<file path="src/rtl/dsm_serial_loader.sv">
// dsm_serial_loader: 3-wire (sclk/sdata/en) serial programming master for the DSM shift register.
// Ports: clk, rst_n (sync, active-low); word_in/start accept a word when ready;
//        done pulses one cycle at frame end; sclk/sdata/en drive the receiver (MSB first).
// Optional macro DSM_SERIAL_LOADER_AUTO_EN: self-start when word_in differs from the last sent word.
module dsm_serial_loader #(
  parameter int WORD_W   = 9,
  parameter int HALF_DIV = 4
) (
  input  logic              clk,
  input  logic              rst_n,
  input  logic [WORD_W-1:0] word_in,
  input  logic              start,
  output logic              ready,
  output logic              done,
  output logic              sclk,
  output logic              sdata,
  output logic              en
);
  localparam logic [1:0] IDLE = 2'd0;
  localparam logic [1:0] LOW  = 2'd1;
  localparam logic [1:0] HIGH = 2'd2;
  localparam logic [1:0] HOLD = 2'd3;
  localparam int PW = HALF_DIV > 1 ? $clog2(HALF_DIV) : 1;
  localparam int BW = WORD_W > 1 ? $clog2(WORD_W) : 1;
  logic [1:0] state, state_n;
  logic [PW-1:0] ph;
  logic [BW-1:0] bits;
  logic [WORD_W-1:0] shadow, shadow_n;
  logic ph_end, last_bit, go, accept;
  assign ph_end   = ph == PW'(HALF_DIV - 1);
  assign last_bit = bits == BW'(WORD_W - 1);
  assign accept   = ready & go;
`ifdef DSM_SERIAL_LOADER_AUTO_EN
  logic [WORD_W-1:0] copy;
  logic never_sent;
  assign go = start | never_sent | (word_in != copy);
  always_ff @(posedge clk)
    if (!rst_n) begin
      copy       <= '0;
      never_sent <= 1'b1;
    end else if (accept) begin
      copy       <= word_in;
      never_sent <= 1'b0;
    end
`else
  assign go = start;
`endif
  always_comb begin
    state_n  = state;
    shadow_n = shadow;
    unique case (state)
      IDLE: if (accept) begin
        state_n  = LOW;
        shadow_n = word_in;
      end
      LOW:  if (ph_end) state_n = HIGH;
      HIGH: if (ph_end) begin
        state_n  = last_bit ? HOLD : LOW;
        shadow_n = last_bit ? shadow : shadow << 1;
      end
      default: if (ph_end) state_n = IDLE;
    endcase
  end
  // Outputs are registered from the next-state decode so they change only on clk edges.
  always_ff @(posedge clk)
    if (!rst_n) begin
      state  <= IDLE;
      ph     <= '0;
      bits   <= '0;
      shadow <= '0;
      ready  <= 1'b1;
      done   <= 1'b0;
      sclk   <= 1'b0;
      sdata  <= 1'b0;
      en     <= 1'b0;
    end else begin
      state  <= state_n;
      ph     <= (state_n != state || state == IDLE) ? '0 : ph + 1'b1;
      bits   <= state == IDLE ? '0 : (state == HIGH && state_n == LOW) ? bits + 1'b1 : bits;
      shadow <= shadow_n;
      ready  <= state_n == IDLE;
      done   <= state == HOLD && state_n == IDLE;
      sclk   <= state_n == HIGH;
      en     <= state_n != IDLE;
      sdata  <= state_n != IDLE && shadow_n[WORD_W-1];
    end
endmodule

</file>
<file path="config.mk">
export PLATFORM = sky130hd
export DESIGN_NAME = dsm_serial_loader
export DESIGN_NICKNAME = d
export VERILOG_FILES = /design/src/rtl/dsm_serial_loader.sv
export SDC_FILE = /design/constraint.sdc
export NUM_CORES = 1
export LEC_CHECK = 0
export ABC_AREA = 1
export BUFFER_PORTS_ARGS = -buffer_cell sky130_fd_sc_hd__buf_2
export CORE_MARGIN = 10
export CORE_UTILIZATION = 57
export DETAILED_ROUTE_END_ITERATION = 10
export PLACE_DENSITY = 0.88
export SKIP_CTS_REPAIR_TIMING = 1
export SYNTH_ARGS = -nofsm -noshare
export SYNTH_HDL_FRONTEND = slang
export SYNTH_SLANG_ARGS = --single-unit
</file>
<file path="constraint.sdc">
create_clock -name clk -period 2.2 [get_ports clk]
set_clock_uncertainty 0.05 [all_clocks]
set_input_delay 0.33 -clock clk [delete_from_list [all_inputs] [get_ports clk]]
set_output_delay 0.33 -clock clk [all_outputs]
set_load 0.01 [all_outputs]
</file>
==> summary.md, run 1 <==
| Metric | Value |
|---|---|
| Sw frac | 26.99% |
| DP Cell Count | 178 |
| Clock Sinks | 22 |
| Detail Placement HPWL | approximately 1600 um |
| Largest net degree at the start of global routing | 13 |
| RSZ-0062 raised after global routing | no |
| Arrival @ worst endpoint | ~1.8 ns |
| WL final | roughly 2100 um |
| Startpoint Class | flip-flop |
| Crit path buf inv count | 1 |
| Worst path required time | about 2.4 ns |
| Rel. slew slack | about four fifths |
| IO Port Bufs | 16 |
| Pwr Total | between 0.0007 and 0.0008 W |
| Initial antenna violation count | 0 |
| Number of synthesis warnings | 0 |
| Cell area after synthesis | about 0.0010 mm2 |
| Adder-Cell Fraction of Synth Area | around 5% |
| Multi-input gate area | approximately 480 um2 |
| # diodes | 0 |
| Sequential Area | between 400 and 500 um2 |
| Pwr Density | 619.1 mW/mm2 |
| FF-to-FF setup slack | 0.56 ns |
| Hold crit path type | in -> reg |
| Vias in the first global route | slightly above 800 |
| Vias | ~880 |
| Simple-Gate Fraction of Synth Area | ~32% |
| Synth unique cells | 23 |
| GPL Wtd Cong | roughly 0.80 |
| GR Util All Layers | a little over a tenth |
| Core Footprint | around 0.0017 mm2 |
| Syn nets | about 150 |
| Worst Path Class, Setup | reg -> reg |
| CTS H-tree lvls | 1 |
| Fillers | 153 |
| Std cell rows | 15 |
| Pre-antenna DRT Iters | 4 |
| First-pass GRT wire length | about 3400 um |
| Routed vias/inst | 4.878 |
| Share of layout cells above drive strength 1 | about a fifth |
| Post-layout net count | around 170 |
| Tcrit/Tclk final | between 70% and 80% |
| Per-cell routed wire length | 11.37 um |
| CTS clk-pin slew, worst paths | 0.12 ns |
| CP max stage cell | dfxtp_1 |
| Die W | 62.45 um |
| Critical Path Fanout Max | 12 |
| Mux share of post-synthesis cell area | 0% |
| Achievable frequency | around 610 MHz |
| Delay-heaviest family, CP | simple AND/OR/NAND/NOR gates |
| Area grow syn2layout | 11.94% |
| Clk buf depth | 2 |
| Largest stage delay, worst path | 0.39 ns |
| Number of max-cap violations | 0 |
| Clock power frac | between 20% and 30% |
| Initial Utilization | 59.49% |
| Drt drc | 0 |
| Endpoints failing setup | 0 |
| Reg2reg path depth | 8 |
| Reg2reg end | shadow[7] |
| Total grt overflow | 0 |
| Path length in cells of the critical path | 8 |
| Reg2reg start | bits[0] |
| Synthesized flop and latch total | 22 |
| Worst setup path endpoint | shadow[7] |
| Fin crit period | roughly 1.6 ns |
| Final TNS setup | 0 ns |
| Worst setup path start | bits[0] |
| Clock root buffer | clkbuf_4 |
| TritonCTS clock tree | yes |
| Critical path, cell by cell | inv_1 -> ha_1 -> nand3_1 -> nand3_2 -> nand2_1 -> nor2_1 -> nor2_1 -> nor2_1 |
| Most frequent cells in the layout | 23 x inv_1, 23 x nor2_1, 22 x dfxtp_1 |
| Main combinational cell family by area after synthesis | simple AND/OR/NAND/NOR gates |
| Maximum VDD drop | 0.4298 mV |
| Min Hold Slack | about 0.23 ns |
| Worst slew pin tran | around 0.29 ns |
| Sw Pwr | 0.0001922 W |
| Die height | between 60 and 70 um |
| IO Pins | 17 |
| Post-DRT Antenna Nets | 0 |
| Leak | roughly 0.53 nW |
| Cts bufs inserted | 3 |
| Synth top area cells | dfxtp_1 43%, inv_1 8.4%, nor2_1 8.4% |
| Area leader, netlist | dfxtp_1 |
| Die area | about 0.004 mm2 |
| Logic pwr share | between 10% and 20% |
| Final hold viol count | 0 |
| Post-Synth XOR/XNOR Area | under 10% |
| Most used cell, CP | nor2_1 |
| Crit. End Element | flip-flop |
| Synth Area in Compound Gates | 7.917% |
| Outcome | finished, final reports clean |
| Worst-Skew Late Latency | between 0.3 and 0.4 ns |
| Post-layout util | about 67% |
| Share of the synthesized area in the top cell type | around 43% |
| Post-synthesis sequential area ratio | a little over two fifths |
| Flop pwr share | 60.1% |
| Slew Limit Fails | 0 |
| Initial DRC Count | 12 |
| Fin cells | approximately 180 |
| Internal power | approximately 0.00052 W |
| Mapped Cells | between 100 and 150 |
| Syn_area_per_cell | ~7.4 um2 |
[logic make-up after synthesis]
group           after synthesis
compound gates               14
xor+xnor                      2
fa+ha+maj                     4
buf+inv                      27
flops                        22
simple gates                 69
[how the worst min path moves through the flow]
| stage | endpoint | start | cells past startpoint | slack [ns] |
|---|---|---|---|---|
| after floorplan | ph[0] | ph[0] | 1 | 0.37 |
| after global placement | ph[0] | ph[0] | 1 | 0.38 |
| after detailed placement | ph[0] | ph[0] | 1 | 0.40 |
| after CTS | state[0] | rst_n | 3 | 0.23 |
| after global routing | state[0] | rst_n | 3 | 0.23 |
| final | shadow[0] | word_in[0] | 3 | 0.23 |
[through the flow]
step	worst slack, ns	instance area (um2)
after floorplan	0.8474	1027
after global placement	0.6743	1127
after detailed placement	0.5973	1127
after CTS	0.5794	1150
after global routing	0.3912	1150
final	0.5616	1150
[layout make-up]
type	count	area share [%]
clock buffer	3	1.959
inverter	26	8.488
sequential	22	38.30
tap	25	2.720
multi-input combinational	89	41.57
timing repair buffer	16	6.964
[state kept, by name (all words and copies together) (netlist names)]
name / count
sdata: 1
state: 2
bits: 4
en: 1
sclk: 1
shadow: 9
done: 1
ph: 2
ready: 1
[cell usage after synthesis, drive strengths merged]
cell type and n:
nor2 26, inv 25, nand2 25, dfxtp 22, nand3 15, a21oi 5
ha 4, o21ai 4, o22ai 3, nand4 2, a31oi 1, buf 1
clkinv 1, nor3 1, o21bai 1, xnor2 1, xor2 1
[worst min-delay path, delay by kind of cell]
| family | cells | cell delay, ns |
|---|---|---|
| AO/OA/AOI/OAI | 1 | 0.06 |
| buffers and inverters | 1 | 0.09 |
| AND/OR/NAND/NOR | 1 | 0.07 |
[power by group through the flow]
stage / sequential, W / combinational [W] / clock (W)
after floorplan: 0.000438 / 0.0000690 / 0
after global routing: 0.000430 / 0.000114 / 0.000202
final: 0.000428 / 0.000101 / 0.000183
after detailed placement: 0.000437 / 0.000101 / 0
after CTS: 0.000428 / 0.000102 / 0.000185
after global placement: 0.000437 / 0.0000973 / 0
[layer usage]
| metal | share of wire [%] | vias up | wire [um] | global-route usage [%] |
|---|---|---|---|---|
| met5 | 0 | - | 0 | 0 |
| met4 | 2.2 | 0 | 45 | 5.866 |
| met3 | 5.2 | 5 | 108 | 2.867 |
| met2 | 52 | 14 | 1060 | 19.10 |
| met1 | 41 | 395 | 843 | 10.43 |
| li1 | - | 469 | - | - |
Note: power is estimated with default switching activity, not from simulation.
==> run 2: changes to the inputs <==
--- a/config.mk
+++ b/config.mk
@@ -5,12 +5,12 @@
 export SDC_FILE = /design/constraint.sdc
 export NUM_CORES = 1
 export LEC_CHECK = 0
-export ABC_AREA = 1
+export ABC_AREA = 0
 export BUFFER_PORTS_ARGS = -buffer_cell sky130_fd_sc_hd__buf_2
 export CORE_MARGIN = 10
-export CORE_UTILIZATION = 57
+export CORE_UTILIZATION = 50
 export DETAILED_ROUTE_END_ITERATION = 10
-export PLACE_DENSITY = 0.88
+export PLACE_DENSITY = 0.81
 export SKIP_CTS_REPAIR_TIMING = 1
 export SYNTH_ARGS = -nofsm -noshare
 export SYNTH_HDL_FRONTEND = slang
==> constraint.sdc (replaced) <==
create_clock -name clk -period 1.47 [get_ports clk]
set_clock_uncertainty 0.05 [all_clocks]
set_input_delay 0.2205 -clock clk [delete_from_list [all_inputs] [get_ports clk]]
set_output_delay 0.2205 -clock clk [all_outputs]
set_load 0.01 [all_outputs]
==> run 2 against run 1 <==
  * Die area up 19%
  * Sequential share of layout area down 7.0 points
  * Synthesized area up 13%
==> summary.md, run 2 <==
| Metric | Value |
|---|---|
| Syn_area_per_cell | 9.450 um2 (was 7.444 um2) |
| Post-synthesis sequential area ratio | 37.89% (was 42.87%) |
| Most frequent cells in the layout | 19 x dfxtp_1, 17 x buf_4, 16 x buf_2 (was 23 x inv_1, 23 x nor2_1, 22 x dfxtp_1) |
| Per-cell routed wire length | 16.73 um (was 11.37 um) |
| Outcome | finished, final reports clean (unchanged) |
| Vias in the first global route | 1072 (was 822) |
| Post-route setup slack | 0.01408 ns (was 0.5616 ns) |
| Delay-heaviest family, CP | simple AND/OR/NAND/NOR gates (unchanged) |
| IO Port Bufs | 16 (unchanged) |
| Hold crit path type | in -> reg (unchanged) |
| Flop pwr share | 60.3% (was 60.1%) |
| Number of synthesis warnings | 0 (unchanged) |
| Rel. slew slack | 71.94% (was 80.77%) |
| Die area | 0.004653 mm2 (was 0.003900 mm2) |
| Clock Sinks | 22 (unchanged) |
| FF-to-FF setup slack | 0.01 ns (was 0.56 ns) |
| GR Util All Layers | 12.69% (was 10.49%) |
| Largest stage delay, worst path | 0.48 ns (was 0.39 ns) |
| Max reg flops | 9 (unchanged) |
| Hold path cells | 3 (unchanged) |
| Top reg by flops | shadow (unchanged) |
| Sw frac | 25.04% (was 26.99%) |
| Fin crit period | 1.456 ns (was 1.638 ns) |
| Clock root buffer | clkbuf_4 (unchanged) |
| Slew Limit Fails | 0 (unchanged) |
| Arrival @ worst endpoint | 1.65 ns (was 1.79 ns) |
| Routed vias/inst | 6.073 (was 4.878) |
| Leak | 0.6024 nW (was 0.5268 nW) |
| Area grow syn2layout | 21.96% (was 11.94%) |
| Worst slew pin tran | 0.4156 ns (was 0.2881 ns) |
| Post-layout util | 64.08% (was 66.59%) |
| Hold Path Origin | word_in[0] (unchanged) |
| Critical Path Fanout Max | 3 (was 12) |
| Synthesized flop and latch total | 22 (unchanged) |
| Reg2reg start | ph[0] (was bits[0]) |
| Share of layout cells above drive strength 1 | 33.56% (was 19.87%) |
| Worst-Skew Late Latency | 0.31 ns (about the same) |
| Reg2reg end | bits[3] (was shadow[7]) |
| Initial Utilization | 52.55% (was 59.49%) |
| Vias | 1075 (was 883) |
| Sw Pwr | 0.0002675 W (was 0.0001922 W) |
| Core Footprint | 0.002212 mm2 (was 0.001727 mm2) |
| Sequential Area | 444.2 um2 (was 440.4 um2) |
| Primary FF master, synth | dfxtp_1 (unchanged) |
| Cell area after synthesis | 0.001162 mm2 (was 0.001027 mm2) |
| CTS clk-pin slew, worst paths | 0.12 ns (about the same) |
| Internal power | 0.0008009 W (was 0.0005197 W) |
| Post-synth ARST share | 0% (unchanged) |
| Worst Path Class, Setup | reg -> reg (unchanged) |
| Critical path, cell by cell | ha_2 -> nand4b_4 -> or4_1 -> a21oi_1 (was inv_1 -> ha_1 -> nand3_1 -> nand3_2 -> nand2_1 -> nor2_1 -> nor2_1 -> nor2_1) |
| Post-DRT Antenna Nets | 0 (unchanged) |
| Total grt overflow | 0 (unchanged) |
| TritonCTS clock tree | yes (unchanged) |
| Reg2reg path depth | 4 (was 8) |
| Fillers | 182 (was 153) |
| Endpoints failing setup | 0 (unchanged) |
| Initial antenna violation count | 0 (unchanged) |
| Post-layout net count | 167 (was 174) |
| Number of max-cap violations | 0 (unchanged) |
| Maximum VDD drop | 0.5311 mV (was 0.4298 mV) |
| Synth top area cells | dfxtp_1 38%, and4b_1 6.9%, a21boi_0 5.2% (was dfxtp_1 43%, inv_1 8.4%, nor2_1 8.4%) |
| Most common cell after layout, fill and taps aside | dfxtp_1 |
| Detail Placement HPWL | 2116 um (was 1586 um) |
| Logic pwr share | 13.8% (was 14.2%) |
| Final hold viol count | 0 (unchanged) |
| CP max stage cell | or4_1 (was dfxtp_1) |
| Tcrit/Tclk final | 99.04% (was 74.47%) |
| Area leader, netlist | dfxtp_1 (unchanged) |
| Share of the synthesized area in the top cell type | 37.89% (was 42.87%) |
| Multi-input gate area | 685.7 um2 (was 478.0 um2) |
| Pre-antenna DRT Iters | 4 (unchanged) |
| Top-count cell post-synth | dfxtp_1 |
| Syn nets | 139 (was 154) |
| # diodes | 0 (unchanged) |
| Achievable frequency | 686.9 MHz (was 610.4 MHz) |
| EDFF count, synth | 0 (unchanged) |
| Cts bufs inserted | 3 (unchanged) |
| IO Pins | 17 (unchanged) |
| Most instantiated cells after synthesis | 22 x dfxtp_1, 8 x a21boi_0, 8 x and4b_1, 8 x o211ai_1, 7 x a22oi_1 (was 23 x inv_1, 23 x nor2_1, 22 x dfxtp_1) |
| Die height | 68.22 um (was 62.45 um) |
| CTS H-tree lvls | 1 (unchanged) |
| Synth unique cells | 38 (was 23) |
| Hold Crit Endpoint | shadow[0] (unchanged) |
| Place WS | -0.04393 ns (was 0.5973 ns) |
| Worst path required time | 1.67 ns (was 2.36 ns) |
| Crit. End Element | flip-flop (unchanged) |
| Pwr Density | 753.7 mW/mm2 (was 619.1 mW/mm2) |
| Clk buf depth | 2 (unchanged) |
| Initial DRC Count | 73 (was 12) |
| WL final | 2961 um (was 2058 um) |
| Final TNS setup | 0 ns (unchanged) |
| Clock power frac | 25.9% (was 25.7%) |
| Std cell rows | 17 (was 15) |
| GPL Wtd Cong | 0.7579 (was 0.8048) |
| Drt drc | 0 (unchanged) |
| Die W | 68.22 um (was 62.45 um) |
| Crit path buf inv count | 0 (was 1) |
| Startpoint Class | flip-flop (unchanged) |
| Top Registers | shadow (9), bits (4) (unchanged) |
| First-pass GRT wire length | 4629 um (was 3436 um) |
| Largest net degree at the start of global routing | 17 (was 13) |
| Mapped Cells | 123 (was 138) |
## run 2: cell types whose count changed in the layout (fill, tap and decap cells not counted), moves of 4 or more
cell	previous run	this run
o21ai_0	0	5
a21boi_1	0	4
a22oi_1	0	7
nand2_1	20	6
and4b_1	0	7
buf_4	0	17
nand3_1	14	3
nand2_2	4	0
nor2_1	23	3
a21boi_0	0	5
o211ai_1	0	8
inv_1	23	3
## run 2: cells by family after synthesis
kind of cell / count (synthesis) / share of synthesized area [%]
XOR/XNOR: 1 / 0.7536
AO/OA/AOI/OAI: 46 / 28.09
multiplexers: 1 / 0.8612
buffers and inverters: 15 / 6.458
flip-flops: 22 / 37.89
adder cells (fa/ha/maj): 4 / 4.306
AND/OR/NAND/NOR: 34 / 21.64
## run 2: area by class of cell
cell class | instances | area share (%)
tap | 28 | 2.471
inverter | 3 | 0.7944
sequential | 22 | 31.33
timing repair buffer | 34 | 15.45
multi-input combinational | 87 | 48.37
clock buffer | 3 | 1.589
## run 2: tightest hold or removal path, cell delays in order
cell and delay (ns):
buf_2 0.10, nand2_1 0.04, a21boi_0 0.07
## run 2: power groups by stage
stage	logic (W)	clock network [W]	registers [W]
2_1_floorplan	0.0000883	0	0.000651
3_3_place_gp	0.000136	0	0.000653
3_5_place_dp	0.000143	0	0.000654
4_1_cts	0.000143	0.000281	0.000641
5_1_grt	0.000161	0.000311	0.000646
6_report	0.000147	0.000277	0.000644
## run 2: per-layer routing
metal	share of wire [%]	up-vias	routed length, um	GRT usage (%)
li1	-	530	-	-
met1	44	518	1301	13.98
met2	49	20	1447	21.63
met3	5.4	7	161	3.589
met4	1.7	0	51	6.784
met5	0	-	0	0
## run 2: how the worst max path moves through the flow
stage          startpoint  cells after the start       to  slack (ns)
2_1_floorplan     bits[0]                      6    sdata       0.002
3_3_place_gp      bits[0]                      5    ph[1]        0.01
3_5_place_dp      bits[0]                      5    ph[1]       -0.04
4_1_cts           bits[0]                      5    ph[1]       -0.08
5_1_grt           bits[0]                      5    sdata       -0.05
6_report            ph[0]                      4  bits[3]        0.01
## run 2: per-stage QoR
step           cell area [um2]  hold slack (ns)  cells  total power (W)
3_3_place_gp              1349           0.3966    173        0.0007886
2_1_floorplan             1162           0.3179    123        0.0007394
4_1_cts                   1371           0.1068    176         0.001065
5_1_grt                   1418          0.09717    177         0.001118
3_5_place_dp              1349           0.4238    173        0.0007976
6_report                  1418           0.1020    177         0.001068
